File: src/rtl/sa_pkg.sv
// Shared types and constants for the systolic-array result path.
// Holds the TX scheduler state encoding, grant codes and default header bytes.
package sa_pkg;

  typedef enum logic [1:0] {
    StIdle,
    StHdr,
    StLoad,
    StWaitDone
  } tx_sched_state_t;

  localparam logic [1:0] GNT_COL = 2'b01;
  localparam logic [1:0] GNT_ROW = 2'b10;

  localparam logic [7:0] HDR_COL_DEFAULT = 8'hC0;
  localparam logic [7:0] HDR_ROW_DEFAULT = 8'hA0;

endpackage

File: src/rtl/sa_tx_scheduler.sv
// Round-robin burst scheduler sharing one uart_tx between the column and row result streams.
// Each grant sends an optional source header, then up to PKT_BYTES payload bytes.
module sa_tx_scheduler
  import sa_pkg::*;
#(
  parameter int unsigned       W_DATA    = 8,
  parameter int unsigned       PKT_BYTES = 32,
  parameter bit                HDR_EN    = 1'b1,
  parameter logic [W_DATA-1:0] HDR_COL   = W_DATA'(HDR_COL_DEFAULT),
  parameter logic [W_DATA-1:0] HDR_ROW   = W_DATA'(HDR_ROW_DEFAULT)
) (
  input  logic              i_clk,
  input  logic              i_rst,
  input  logic              i_col_valid,
  input  logic [W_DATA-1:0] i_col_data,
  output logic              o_col_ready,
  input  logic              i_row_valid,
  input  logic [W_DATA-1:0] i_row_data,
  output logic              o_row_ready,
  output logic              o_tx_dv,
  output logic [W_DATA-1:0] o_tx_byte,
  input  logic              i_tx_done,
  output logic [1:0]        o_grant,
  output logic              o_busy
);

  localparam logic [7:0] PKT_LAST = 8'(PKT_BYTES);

  tx_sched_state_t   state_q;
  logic [7:0]        count_q;
  logic              last_row_q;
  logic [1:0]        grant_q;
  logic              busy_q;
  logic              tx_dv_q;
  logic [W_DATA-1:0] tx_byte_q;
  logic              col_ready_q;
  logic              row_ready_q;

  logic              sel_valid;
  logic [W_DATA-1:0] sel_data;

  always_comb begin
    sel_valid = 1'b0;
    sel_data  = '0;
    if (grant_q == GNT_COL) begin
      sel_valid = i_col_valid;
      sel_data  = i_col_data;
    end else if (grant_q == GNT_ROW) begin
      sel_valid = i_row_valid;
      sel_data  = i_row_data;
    end
  end

  always_ff @(posedge i_clk) begin
    if (i_rst) begin
      state_q     <= StIdle;
      count_q     <= '0;
      last_row_q  <= 1'b1;
      grant_q     <= '0;
      busy_q      <= 1'b0;
      tx_dv_q     <= 1'b0;
      tx_byte_q   <= '0;
      col_ready_q <= 1'b0;
      row_ready_q <= 1'b0;
    end else begin
      // Strobes are single-cycle; only LOAD/HDR re-assert them.
      tx_dv_q     <= 1'b0;
      col_ready_q <= 1'b0;
      row_ready_q <= 1'b0;
      unique case (state_q)
        StIdle: begin
          if (i_col_valid || i_row_valid) begin
            // Tie goes to whichever source did not own the previous burst.
            if (i_col_valid && (!i_row_valid || last_row_q)) begin
              grant_q <= GNT_COL;
            end else begin
              grant_q <= GNT_ROW;
            end
            count_q <= '0;
            busy_q  <= 1'b1;
            state_q <= HDR_EN ? StHdr : StLoad;
          end
        end
        StHdr: begin
          tx_dv_q   <= 1'b1;
          tx_byte_q <= (grant_q == GNT_COL) ? HDR_COL : HDR_ROW;
          state_q   <= StWaitDone;
        end
        StLoad: begin
          if (sel_valid) begin
            tx_dv_q     <= 1'b1;
            tx_byte_q   <= sel_data;
            col_ready_q <= (grant_q == GNT_COL);
            row_ready_q <= (grant_q == GNT_ROW);
            count_q     <= count_q + 8'd1;
            state_q     <= StWaitDone;
          end else begin
            last_row_q <= (grant_q == GNT_ROW);
            grant_q    <= '0;
            busy_q     <= 1'b0;
            state_q    <= StIdle;
          end
        end
        StWaitDone: begin
          if (i_tx_done) begin
            if (count_q == PKT_LAST) begin
              last_row_q <= (grant_q == GNT_ROW);
              grant_q    <= '0;
              busy_q     <= 1'b0;
              state_q    <= StIdle;
            end else begin
              state_q <= StLoad;
            end
          end
        end
        default: state_q <= StIdle;
      endcase
    end
  end

  assign o_col_ready = col_ready_q;
  assign o_row_ready = row_ready_q;
  assign o_tx_dv     = tx_dv_q;
  assign o_tx_byte   = tx_byte_q;
  assign o_grant     = grant_q;
  assign o_busy      = busy_q;

endmodule

File: config.mk
export PLATFORM = sky130hd
export DESIGN_NAME = sa_tx_scheduler
export DESIGN_NICKNAME = d
export VERILOG_FILES = /design/src/rtl/sa_pkg.sv /design/src/rtl/sa_tx_scheduler.sv
export SDC_FILE = /design/constraint.sdc
export NUM_CORES = 1
export LEC_CHECK = 0
export ABC_AREA = 1
export BUFFER_PORTS_ARGS = -buffer_cell sky130_fd_sc_hd__buf_2
export CAP_MARGIN = 20
export CELL_PAD_IN_SITES_DETAIL_PLACEMENT = 0
export CELL_PAD_IN_SITES_GLOBAL_PLACEMENT = 1
export CORE_ASPECT_RATIO = 1.1
export CORE_MARGIN = 2
export CORE_UTILIZATION = 37
export DETAILED_ROUTE_END_ITERATION = 16
export PLACE_DENSITY_LB_ADDON = 0.3
export SLEW_MARGIN = 20
export SYNTH_ARGS = -nofsm -noshare
export SYNTH_HDL_FRONTEND = slang
export SYNTH_SLANG_ARGS = --single-unit
File: constraint.sdc
create_clock -name i_clk -period 1.7 [get_ports i_clk]
set_input_delay 0.255 -clock i_clk [delete_from_list [all_inputs] [get_ports i_clk]]
set_output_delay 0.255 -clock i_clk [all_outputs]
set_load 0.005 [all_outputs]
# Word level (Yosys, flattened, before mapping)
# Cells that the tools add are included.
# totals
ff_bits	25
output_inout_bits	14
inputBits	21
# op_classes
bitwise	2
n_reduce_logical	15
n_addsub	1
n_eq_ne	11
mux	32
# op_table
cell	n
two-way mux 8 bit	5
case mux 8 bit (2 select lines)	2
two-way mux 2 bit	9
two-way mux 1 bit	10
!= test 2 bit, second input constant	5
adder 8 x 1 -> 8 bit, second input constant	1
== test 8 x 6 -> 1 bit, second input constant	1
case mux 2 bit (4 select lines)	1
two-way mux 7 bit	1
== test 2 bit, second input constant	3
case mux 2 bit (3 select lines)	1
nonzero test 2 bit	3
AND reduction 5 bit	1
== test 2 x 1 -> 1 bit, second input constant	2
case mux 1 bit (2 select lines)	2
AND reduction 2 bit	2
AND reduction 4 bit	1
case mux 1 bit (3 select lines)	1
AND reduction 3 bit	1
nonzero test 3 bit	1
OR reduction 3 bit	1
zero test 2 bit	1
logical OR 1 bit	2
inverter 1 bit	2
other kinds (2)	2

# Longest topological paths before layout
# logic_depth
ltp_word	6
mapped_depth	10
mapped_depth_nobuf	10

# Worst setup path before layout
# No wires, ideal clock.
# synth_path
path_type	register to register
startpoint	reg state_q[0]
endpoint	reg count_q[4]
arrival_ns	1.325
setup_slack_ns	0.265
path_stages_with_launch	11
path_buffers	0
period_less_slack_ns	1.435
required_time_ns	1.590
cell_sequence	dfxtp_1 inv_1 ha_1 inv_1 nor3_2 a21oi_4 nand2_8 inv_4 nand3_1 nand2_1 nor2_2
# synth_via
elab_chain_cells	3
word_cells_on_any_way	7
classes_between	eq/ne: 3; mux: 1; reduce/logical: 3
# synth_rtl
item	line_no	text
from (decl)	sa_tx_scheduler.sv:29	tx_sched_state_t state_q;
from (signal assigned)	sa_tx_scheduler.sv:56	state_q <= StIdle;
from (signal assigned)	sa_tx_scheduler.sv:81	state_q <= HDR_EN ? StHdr : StLoad;
from (signal assigned)	sa_tx_scheduler.sv:87	state_q <= StWaitDone;
== test 2 bit / zero test 2 bit (equally long branches)	sa_tx_scheduler.sv:70	unique case (state_q)
!= test 2 bit (no source line) / nonzero test 2 bit (equally long branches)	n/a	
AND reduction 3 bit (no source line)	n/a	
to (signal assigned)	sa_tx_scheduler.sv:95	count_q <= count_q + 8'd1;
to (decl)	sa_tx_scheduler.sv:30	logic [7:0] count_q;
# Parallel ways exist; a longest one is shown, timed or not.
# A chain may end at the register's enable or synchronous reset.

# Worst setup path in the final report
# layout_path
startpoint	reg state_q[0]
endpoint	reg grant_q[1], in the netlist o_grant[1]
# layout_via
elab_chain_cells	3
word_cells_on_any_way	10
classes_between	eq/ne: 6; mux: 1; reduce/logical: 3
# layout_rtl
item	line_no	text
== test 2 bit / zero test 2 bit (equally long branches)	sa_tx_scheduler.sv:70	
!= test 2 bit (no source line) / nonzero test 3 bit (equally long branches)	n/a	
AND reduction 5 bit (no source line)	n/a	
to (signal assigned)	sa_tx_scheduler.sv:75	grant_q <= GNT_COL;
to (signal assigned)	sa_tx_scheduler.sv:77	grant_q <= GNT_ROW;
to (signal assigned)	sa_tx_scheduler.sv:99	grant_q <= '0;
to (decl)	sa_tx_scheduler.sv:32	logic [1:0] grant_q;
# Parallel ways exist; a longest one is shown, timed or not.

==> flow_summary.toml <==
[timing]
min_period_ps = 1540
rsz0062_at_grt = "false"
slew_viol_final = 0
maxSlewHeadroom = 0.749
setup_viol = 0
fin_skew_ps = 2.05
hold_viol = 0
fin_crit_sh = 0.903
setup-tns-final_ps = 0
worst_slew_pin_slew_ps = 376
max_freq_mhz = 651

[setup_path]
cp.arrival_ps = 1750
cp-start-kind = "register"
crit_fanout = 7
worstSetupPathType = "register to register"
endpoint_kind = "register"
crit_required_ps = 1910

[drt]
routed_wl_mm = 3.30
wire_per_inst_um = 11.4
ant_nets = 0
via_count = 1362
drc_errors = 0
vias_per_cell = 4.71
drtPass1Iterations = 4
drtIter0Drc = 45

[logic_synthesis]
yosysTopAreaCell = "dfxtp_1"
seq_area_frac_synth = 0.351
syn_inst = 200
syn_nets = 228
synth.distinct_cells = 27
synth_flop_cell = "dfxtp_1"
netlist_area_mm2 = 0.00143
synth.top_cells.by_count = "nand2_1 (36), dfxtp_1 (25), nor2_1 (25), inv_1 (24), nand3_1 (15)"
synth_edf_count = 0
synth-seq-cells = 25
yosys-top-cells-area = "dfxtp_1 (35%), nand2_1 (9.5%), nor2_1 (6.6%)"
ys_async_sr_fraction = 0
yosysWarnings = 0
synth_top_area_share = 0.351
avgSynthCellArea_um2 = 7.14
yosysMostFrequentCell = "nand2_1"

[placement]
place_congestion = 0.863
portBuffers = 34
place_hpwl_mm = 2.63
dp.cells = 285
place_area_mm2 = 0.00167

[power]
p_leak_nw = 0.816
power_density_mw_per_mm2 = 1110
irDropWorstVdd_mv = 0.404

[global_routing]
grt_max_degree = 16
grt_pass1_wl_mm = 5.78
antenna_found_initial = 0
overflow = 0
grt_pass1_vias = 1327
track_usage = 0.162

[clocking]
clockBufferDepth = 2
post_cts_buffers = 0
h-tree-depth = 1
cts_tree = "yes"
clkSinkCount = 25
clk_latency_ps = 270
cts_resized = 0
path_clk_slew_ps = 100
post_cts_hold_buffer_count = 0
cts-root-buf = "clkbuf_8"
cts_buffers = 3

[finish]
syn_to_final_growth_pct = 20.3
diodes = 0
final_area_mm2 = 0.00172
finalNetCount = 268
layout-drive-gt1-share = 0.276
fin_cells = 289

[floorplanning]
rows = 23
die-area_mm2 = 0.00437
die_h_um = 69.2
fp.dieW_um = 63.2
core_area_mm2 = 0.00368
pin_count = 35
start_util = 0.388

[status]
outcome = "finished clean"

[min_path]
hold_path_class = "input port to register"

[run]
maxCapViolCount = 0
-- placed cells by master, fill, tap and decap left out --
cell and count:
nand2_1 36, buf_2 34, nor2_1 25, dfxtp_1 24, inv_1 23, nand3_1 15, a21oi_1 14, o21ai_0 8
inv_2 7, ha_1 7, nor3_1 6, a22o_1 5, nand2_4 4, nor2_2 4, o21ai_1 4, o21bai_1 3
clkbuf_8 3, buf_4 3, nand2_2 2, o21bai_2 2, nor3_2 1, a21oi_4 1, nand2_8 1, o22ai_1 1
clkinv_2 1, and2_1 1, inv_4 1, nor4_1 1, clkinvlp_4 1, dfxtp_2 1
-- state kept, by name, summed over array words and instances (netlist names) --
signal and count:
count_q 8, last_row_q 1, o_busy 1, o_col_ready 1, o_grant 2, o_row_ready 1, o_tx_byte 8, o_tx_dv 1
state_q 2
-- layer usage --
metal  vias to the layer above  GRT usage  wire, µm
met5                         -          0         0
met4                         0     0.0652        59
met3                         6     0.0294       148
met2                        27      0.277      1580
met1                       610      0.199      1510
li1                        719          -         -
-- cell families after synthesis --
group                    share of synthesized area
buffers and inverters                       0.0973
adder cells (fa/ha/maj)                     0.0613
flip-flops                                   0.351
AND/OR/NAND/NOR                              0.322
AO/OA/AOI/OAI                                0.169
-- per-stage QoR --
stage	utilization	setup slack, ps	hold slack [ps]	total power, W
detailed placement	0.453	140	454	0.00154
finish	0.466	165	331	0.00191
global placement	0.453	194	450	0.00154
CTS	0.466	136	335	0.00192
global route	0.466	6.59	350	0.00206
floorplan	-	265	332	0.00133
-- path summary, 6_finish.rpt --
kind                            slack (ps)                   endpoint                       from  cells after the start
worst max-delay path                   160    o_grant[1]$_SDFFE_PP0P_    state_q[0]$_SDFFE_PP0P_                      7
worst min-delay path                   330  o_tx_byte[6]$_SDFFE_PP0P_              i_col_data[6]                      5
worst max register to register         160    o_grant[1]$_SDFFE_PP0P_    state_q[0]$_SDFFE_PP0P_                      7
worst min register to register         470  o_tx_byte[4]$_SDFFE_PP0P_  o_tx_byte[4]$_SDFFE_PP0P_                      2
-- power by group --
group	leakage (nW)	internal, W	switching [W]	total, W
Sequential	0.204	0.000664	0.0000543	0.000718
Combinational	0.591	0.000305	0.000504	0.000809
Clock	0.0217	0.000167	0.000212	0.000379
-- layout make-up --
cell class                 count  area [µm²]
fill                         419        1970
inverter                      32         124
sequential                    25         502
timing repair buffer          37         193
clock inverter                 1        7.51
multi-input combinational    141         788
clock buffer                   3        41.3
tap                           50        62.6
-- critical path, cell delays in order, from the launching register on --
cell and delay, ps:
dfxtp_1 380, inv_1 100, ha_1 240, buf_4 190, nor2_1 180, and2_1 150
nand3_1 80, a21oi_1 160
(Power assumes the default switching activity.)
